`src/rtl/alu_op_sequencer.sv`:
```
// alu_op_sequencer: clocked front end for a combinational ALU.
// Accepts opcode/operand commands over valid/ready, holds them on the ALU
// inputs for SETTLE cycles, then captures result and flags and returns them
// over a valid/ready response channel. Counts completed responses.
// Optional: define ALU_OPCODE_CHECK_EN to short-circuit unused opcodes
// (6, 7, 12-15) straight to an error response without touching the ALU.
module alu_op_sequencer #(
   parameter int N      = 3,
   parameter int SETTLE = 1,
   parameter int CNT_W  = 16
) (
   input  logic             clk,
   input  logic             rst,
   // command channel
   input  logic             cmd_valid_i,
   output logic             cmd_ready_o,
   input  logic [3:0]       cmd_op_i,
   input  logic [N-1:0]     cmd_a_i,
   input  logic [N-1:0]     cmd_b_i,
   // ALU interface
   output logic [N-1:0]     alu_a_o,
   output logic [N-1:0]     alu_b_o,
   output logic [3:0]       alu_s_o,
   input  logic [N-1:0]     alu_c_i,
   input  logic             alu_zero_i,
   input  logic             alu_negative_i,
   input  logic             alu_carry_i,
   input  logic             alu_overflow_i,
   // response channel
   output logic             rsp_valid_o,
   input  logic             rsp_ready_i,
   output logic [N-1:0]     rsp_result_o,
   output logic [3:0]       rsp_flags_o,
   output logic             rsp_err_o,
   // status
   output logic             busy_o,
   output logic [CNT_W-1:0] op_count_o
);

   localparam int CW = (SETTLE > 1) ? $clog2(SETTLE) : 1;

   typedef enum logic [1:0] {
      IDLE  = 2'd0,
      DRIVE = 2'd1,
      RESP  = 2'd2
   } state_e;

   state_e           state_q, state_d;
   logic [CW-1:0]    cnt_q, cnt_d;
   logic [N-1:0]     alu_a_q, alu_a_d;
   logic [N-1:0]     alu_b_q, alu_b_d;
   logic [3:0]       alu_s_q, alu_s_d;
   logic [N-1:0]     rsp_result_q, rsp_result_d;
   logic [3:0]       rsp_flags_q, rsp_flags_d;
   logic             rsp_err_q, rsp_err_d;
   logic [CNT_W-1:0] op_count_q, op_count_d;

`ifdef ALU_OPCODE_CHECK_EN
   logic op_illegal;
   assign op_illegal = cmd_op_i inside {4'd6, 4'd7, [4'd12:4'd15]};
`endif

   // Next-state and datapath updates for the command/settle/response sequence.
   always_comb begin
      // NOTE: every _d gets its hold value first so no path leaves it unassigned (no latches).
      state_d      = state_q;
      cnt_d        = cnt_q;
      alu_a_d      = alu_a_q;
      alu_b_d      = alu_b_q;
      alu_s_d      = alu_s_q;
      rsp_result_d = rsp_result_q;
      rsp_flags_d  = rsp_flags_q;
      rsp_err_d    = rsp_err_q;
      op_count_d   = op_count_q;

      unique case (state_q)
         IDLE: begin
            if (cmd_valid_i) begin
`ifdef ALU_OPCODE_CHECK_EN
               if (op_illegal) begin
                  // Unused opcode: ALU inputs untouched, immediate error response.
                  rsp_result_d = '0;
                  rsp_flags_d  = 4'b0000;
                  rsp_err_d    = 1'b1;
                  state_d      = RESP;
               end else begin
                  alu_a_d = cmd_a_i;
                  alu_b_d = cmd_b_i;
                  alu_s_d = cmd_op_i;
                  cnt_d   = CW'(SETTLE - 1);
                  state_d = DRIVE;
               end
`else
               alu_a_d = cmd_a_i;
               alu_b_d = cmd_b_i;
               alu_s_d = cmd_op_i;
               cnt_d   = CW'(SETTLE - 1);
               state_d = DRIVE;
`endif
            end
         end
         DRIVE: begin
            if (cnt_q == '0) begin
               // Inputs have been stable for SETTLE cycles: sample the ALU.
               rsp_result_d = alu_c_i;
               rsp_flags_d  = {alu_zero_i, alu_negative_i, alu_carry_i, alu_overflow_i};
               rsp_err_d    = 1'b0;
               state_d      = RESP;
            end else begin
               cnt_d = cnt_q - CW'(1);
            end
         end
         RESP: begin
            if (rsp_ready_i) begin
               op_count_d = op_count_q + CNT_W'(1);
               state_d    = IDLE;
            end
         end
         default: state_d = IDLE;
      endcase
   end

   // State and datapath registers with synchronous reset.
   always_ff @(posedge clk) begin
      // NOTE: sequential state uses non-blocking assignments so every register samples pre-edge values.
      if (rst) begin
         state_q      <= IDLE;
         cnt_q        <= '0;
         alu_a_q      <= '0;
         alu_b_q      <= '0;
         alu_s_q      <= '0;
         rsp_result_q <= '0;
         rsp_flags_q  <= '0;
         rsp_err_q    <= 1'b0;
         op_count_q   <= '0;
      end else begin
         state_q      <= state_d;
         cnt_q        <= cnt_d;
         alu_a_q      <= alu_a_d;
         alu_b_q      <= alu_b_d;
         alu_s_q      <= alu_s_d;
         rsp_result_q <= rsp_result_d;
         rsp_flags_q  <= rsp_flags_d;
         rsp_err_q    <= rsp_err_d;
         op_count_q   <= op_count_d;
      end
   end

   assign cmd_ready_o  = (state_q == IDLE);
   assign rsp_valid_o  = (state_q == RESP);
   assign busy_o       = (state_q != IDLE);
   assign alu_a_o      = alu_a_q;
   assign alu_b_o      = alu_b_q;
   assign alu_s_o      = alu_s_q;
   assign rsp_result_o = rsp_result_q;
   assign rsp_flags_o  = rsp_flags_q;
   assign rsp_err_o    = rsp_err_q;
   assign op_count_o   = op_count_q;

endmodule

```
`config.mk`:
```
export PLATFORM = sky130hd
export DESIGN_NAME = alu_op_sequencer
export DESIGN_NICKNAME = d
export VERILOG_FILES = /design/src/rtl/alu_op_sequencer.sv
export SDC_FILE = /design/constraint.sdc
export NUM_CORES = 1
export LEC_CHECK = 0
export CORE_MARGIN = 3
export CORE_UTILIZATION = 42
export DETAILED_ROUTE_END_ITERATION = 10
export GPL_ROUTABILITY_DRIVEN = 0
export PLACE_DENSITY = 0.88
export SYNTH_ARGS = -nofsm -noshare
export SYNTH_HDL_FRONTEND = slang
export SYNTH_SLANG_ARGS = --single-unit
```
`constraint.sdc`:
```
create_clock -name clk -period 1.9 [get_ports clk]
set_input_delay 0.285 -clock clk [delete_from_list [all_inputs] [get_ports clk]]
set_output_delay 0.285 -clock clk [all_outputs]
set_load 0.02 [all_outputs]
```
; ---- Word-level counts from Yosys, hierarchy flattened
; Cells that the tools add are included.
[word_totals]
inputBits = 21
wordCells = 31
out_inout_bits = 37
ff_bits = 36
[op_classes]
mux = 7
reduce_logical = 8
eq_ne = 5
addsub = 2
bitwise = 1
[op_table]
columns = cell, n
row1 = $add A16 B1 Y16 const B, 1
row2 = $reduce_and A2 Y1, 4
row3 = $mux W2, 3
row4 = $pmux W2 S3, 1
row5 = $ne A2 B2 Y1 const B, 2
row6 = $reduce_bool A2 Y1, 2
row7 = $reduce_and A3 Y1, 1
row8 = $eq A2 B1 Y1 const B, 1
row9 = $eq A2 B2 Y1 const B, 1
row10 = $logic_not A2 Y1, 1
row11 = $mux W1, 2
row12 = $ne A2 B1 Y1 const B, 1
row13 = $pmux W1 S2, 1
row14 = $not A1 Y1, 1
row15 = $sub A1 B1 Y1 const B, 1

; ---- Logic depth before layout (Yosys ltp)
; Gate-level depths: netlist of run 1.
[logic_depth]
ltp_word = 3
depth_mapped = 6
ltp_nobuf = 5

; ---- Worst setup path after synthesis of run 1
; OpenSTA, ideal clock, no wires.
[synth_timing]
path_type = register -> register
start = register op_count_q[0] (netlist: op_count_o[0])
end = register op_count_q[14] (netlist: op_count_o[14])
slack_ps = 168
stages_incl_launch_ff = 7
required_ps = 1830
setup_time_ps = 70
arrival_ps = 1661
cell_sequence = dfxtp_1 -> ha_1 -> and4b_1 -> buf_4 -> nand3_2 -> or4_1 -> a21oi_1
[synth_between]
elab_chain_len = 1
[synth_rtl]
columns = item, line_no
row1 = start: declaration, 56  ; logic [CNT_W-1:0] op_count_q, op_count_d;
row2 = start signal: assignment, 145  ; op_count_q <= op_count_d;
row3 = $add A16 B1 Y16, 115  ; op_count_d = op_count_q + CNT_W'(1);
; Every way passes these cells.
; A chain may end at the register's enable or synchronous reset.

; ---- Worst setup path after layout of run 1
[layout_timing]
start = register state_q[0]
end = output busy_o
[layout_between]
elab_chain_len = 1
[layout_rtl]
columns = item, line_no
row1 = start: declaration, 48  ; state_e state_q, state_d;
row2 = start signal: assignment, 137  ; state_q <= state_d;
row3 = $reduce_bool A2 Y1, 151  ; assign busy_o = (state_q != IDLE);
row4 = end: declaration, 36  ; output logic busy_o,
; Every way passes these cells.

==> impl_metrics.tcl, run 1 <==
set metrics [dict create \
    ys_seq_elements 35 \
    num_antenna_cells 0 \
    clock_insertion_delay_worst_skew_ps 340 \
    grt_pass1_vias 1340 \
    report.power.total_w 0.00148 \
    finalWorstPathRequiredPeriod_ps 1800 \
    clk_transition_reported_paths_ps 100 \
    synth.mux.area_fraction_pct 4.92 \
    fp-row-count 20 \
    cts_buffers 5 \
    number_of_antenna_violations_at_the_first_check_in_global_routing 0 \
    worst_clock_skew_ps 15.3 \
    timing.max_cap.violations 0 \
    vdd.ir_drop.worst_uv 758 \
    final_util_pct 67.1 \
    grt_use_total_pct 17.2 \
    layout-area-overhead-vs-synth_pct 48.6 \
    synth_top_family_by_area "simple AND/OR/NAND/NOR gates" \
    num_io_pins 58 \
    synthDominantCellAreaShare_pct 49.2 \
    rsz_0062_raised_after_global_routing "no" \
    drcViolationCount 0 \
    ant_nets 0 \
    synthAdderAreaFrac_pct 0.879 \
    netlist_area_um2 1420 \
    layout-drive-gt1-share_pct 6.28 \
    critPathKind "reg2out" \
    setup_viol_count_final 0 \
    synth.area.top_cells "sky130_fd_sc_hd__dfxtp_1, sky130_fd_sc_hd__nand2_1, sky130_fd_sc_hd__a21oi_1, sky130_fd_sc_hd__nor2_1, sky130_fd_sc_hd__mux2i_1" \
    hold_path_class "reg2reg" \
    synth.avg_cell_area_um2 8.74 \
    floorplan.die.width_um 64.2 \
    ys_warn_count 0 \
    final_max_slew_viols 0 \
    globalRouteOverflowTotal 0 \
    mappedNetlistNets 185 \
    wire_length_of_the_first_global_routing_pass_um 5720 \
    synth-edff-count 0 \
    floorplan.die_area_um2 4120 \
    placement.io_buffers 56 \
    synth_xor_area_share_pct 6.15 \
    power.density_nw_per_um2 699 \
    end_kind "output port" \
    synth_compound_gate_area_share_pct 7.82 \
    netlist-cell-type-count 32 \
    dominantRegCellSynth "sky130_fd_sc_hd__dfxtp_1" \
    routed_wire_length_per_instance_um 12.4 \
    crit_path_start_kind "flip-flop" \
    cp.arrival_ps 1520 \
    via_density_per_instance 5.00 \
    post_synth_and_or_nand_nor_area_fraction_pct 27.3 \
    status "finished clean" \
    hold_viol 0 \
    floorplan.initialDensity_pct 45.2 \
    cp_data_required_time_ps 1620 \
    postCtsSetupBuffers 0 \
    final_period_util_pct 94.9 \
    cts_tree "built" \
    detail_route.wirelength_um 3310 \
    htree_levels 2 \
    die_height_um 64.2 \
    yosysTopAreaCell "sky130_fd_sc_hd__dfxtp_1" \
    drt_iter0_drc 61 \
    timing.setup.tns_ps 0 \
    via_count 1336 \
    fmax_mhz 554 \
    ys_seq_area_share_pct 49.2 \
    cts_sink_count 35 \
    clock_tree.root_cell "sky130_fd_sc_hd__clkbuf_4" \
    static-leakage-power_nw 0.817 \
    postSynthCellCount 163 \
    finish.net_count 245 \
    critical_path_peak_fanout 5 \
    pre_antenna_drt_iters 4 \
    max-clock-path-buffers 2 \
    grt_max_degree 19 \
    hold-worst-slack_ps 457 \
    placeableCoreArea_um2 3150 \
    async_flop_share_pct 0 \
    place.detailed.hpwl_um 2440 \
]
report_power, final:
part / total (W) / switching [W] / internal, W
sequential: 0.000771 / 0.0000134 / 0.000758
clock: 0.000504 / 0.000233 / 0.000271
combinational: 0.000203 / 0.0000988 / 0.000105
total: 0.00148 / 0.000345 / 0.00113
final timing paths:
kind / start / to / slack [ps] / depth (start not counted)
worst min-delay path: alu_b_o[1] / alu_b_o[1] / 460 / 2
worst max register to register: op_count_o[0] / op_count_o[14] / 280 / 5
worst min register to register: alu_b_o[1] / alu_b_o[1] / 460 / 2
worst max-delay path: state_q[0] / busy_o / 100 / 3
cell usage after synthesis, types with 2 or more instances:
master	number
sky130_fd_sc_hd__nor3_1	2
sky130_fd_sc_hd__nand4_1	4
sky130_fd_sc_hd__nor2_1	19
sky130_fd_sc_hd__nor4_1	2
sky130_fd_sc_hd__dfxtp_1	35
sky130_fd_sc_hd__nand2b_1	2
sky130_fd_sc_hd__xnor2_1	5
sky130_fd_sc_hd__and2_1	2
sky130_fd_sc_hd__xor2_1	5
sky130_fd_sc_hd__mux2i_1	7
sky130_fd_sc_hd__nand2_1	27
sky130_fd_sc_hd__o21ai_0	3
sky130_fd_sc_hd__buf_4	2
sky130_fd_sc_hd__inv_1	2
sky130_fd_sc_hd__nand3_1	5
sky130_fd_sc_hd__nor2b_1	2
sky130_fd_sc_hd__or4_1	2
sky130_fd_sc_hd__or3_1	2
sky130_fd_sc_hd__and4_1	2
sky130_fd_sc_hd__clkbuf_1	6
sky130_fd_sc_hd__a21oi_1	16
metrics by stage:
step / cell area, um2 / cells / worst slack [ps]
2_1_floorplan: 1420 / 163 / 168
4_1_cts: 2110 / 267 / 44.4
3_5_place_dp: 2040 / 260 / -15.7
5_1_grt: 2120 / 267 / 8.65
3_3_place_gp: 2040 / 260 / 28.7
6_report: 2120 / 267 / 96.5
area by class of cell:
type	count	area [um2]
Tap cell	44	55.1
Inverter	2	7.51
Timing Repair Buffer	62	607
Multi-Input combinational cell	117	674
Fill cell	263	1040
Clock inverter	1	30.0
Sequential cell	35	701
Clock buffer	6	41.3
critical path: stages, from the launching register on:
cell,delay [ps]
sky130_fd_sc_hd__dfxtp_1,350
sky130_fd_sc_hd__nor2_1,220
sky130_fd_sc_hd__inv_1,70
sky130_fd_sc_hd__clkdlybuf4s50_1,540
layout by cell type, fill, tap and decap left out, drive strengths merged, types with 3 or more instances in the layout:
master         synthesis  final
xnor2                  5      5
dfxtp                 35     35
clkbuf                 6      6
nor2                  19     19
xor2                   5      5
o21ai                  3      3
a21oi                 16     16
nand2                 27     27
clkdlybuf4s50          0     54
mux2i                  7      7
nand3                  6      6
buf                    3      6
nand4                  4      4
kinds of logic after synthesis:
family / count (synthesis)
other: 1
XOR/XNOR: 10
flip-flops: 35
multiplexers: 7
AND/OR/NAND/NOR: 77
buffers and inverters: 11
adder cells (fa/ha/maj): 1
AO/OA/AOI/OAI: 21
registers in the layout (all words and copies together), names as in the netlist:
signal	count
rsp_result_o	3
alu_s_o	4
op_count_o	16
alu_b_o	3
rsp_flags_o	4
state_q	2
alu_a_o	3
metal layers:
metal  wire [um]  vias up  GRT usage [%]
met1        1410      609           20.1
li1            -      675              -
met2        1590       45           27.9
met5           0        -              0
met4          47        0           7.65
met3         264        7           6.33
repair_timing:
action / CTS / global route
endpoints found under the setup margin: 1 / 1
resized for setup: 1 / 1
endpoints found under the hold margin: 0 / 0
hold buffers: 0 / 0
No activity file was read; power rests on OpenSTA's default activity.
==> run 2, diff against run 1 <==
- GPL_ROUTABILITY_DRIVEN: 0 -> 1
==> results of run 2 <==
Same layout as run 1: the final DEF is identical, and so are final timing and power.
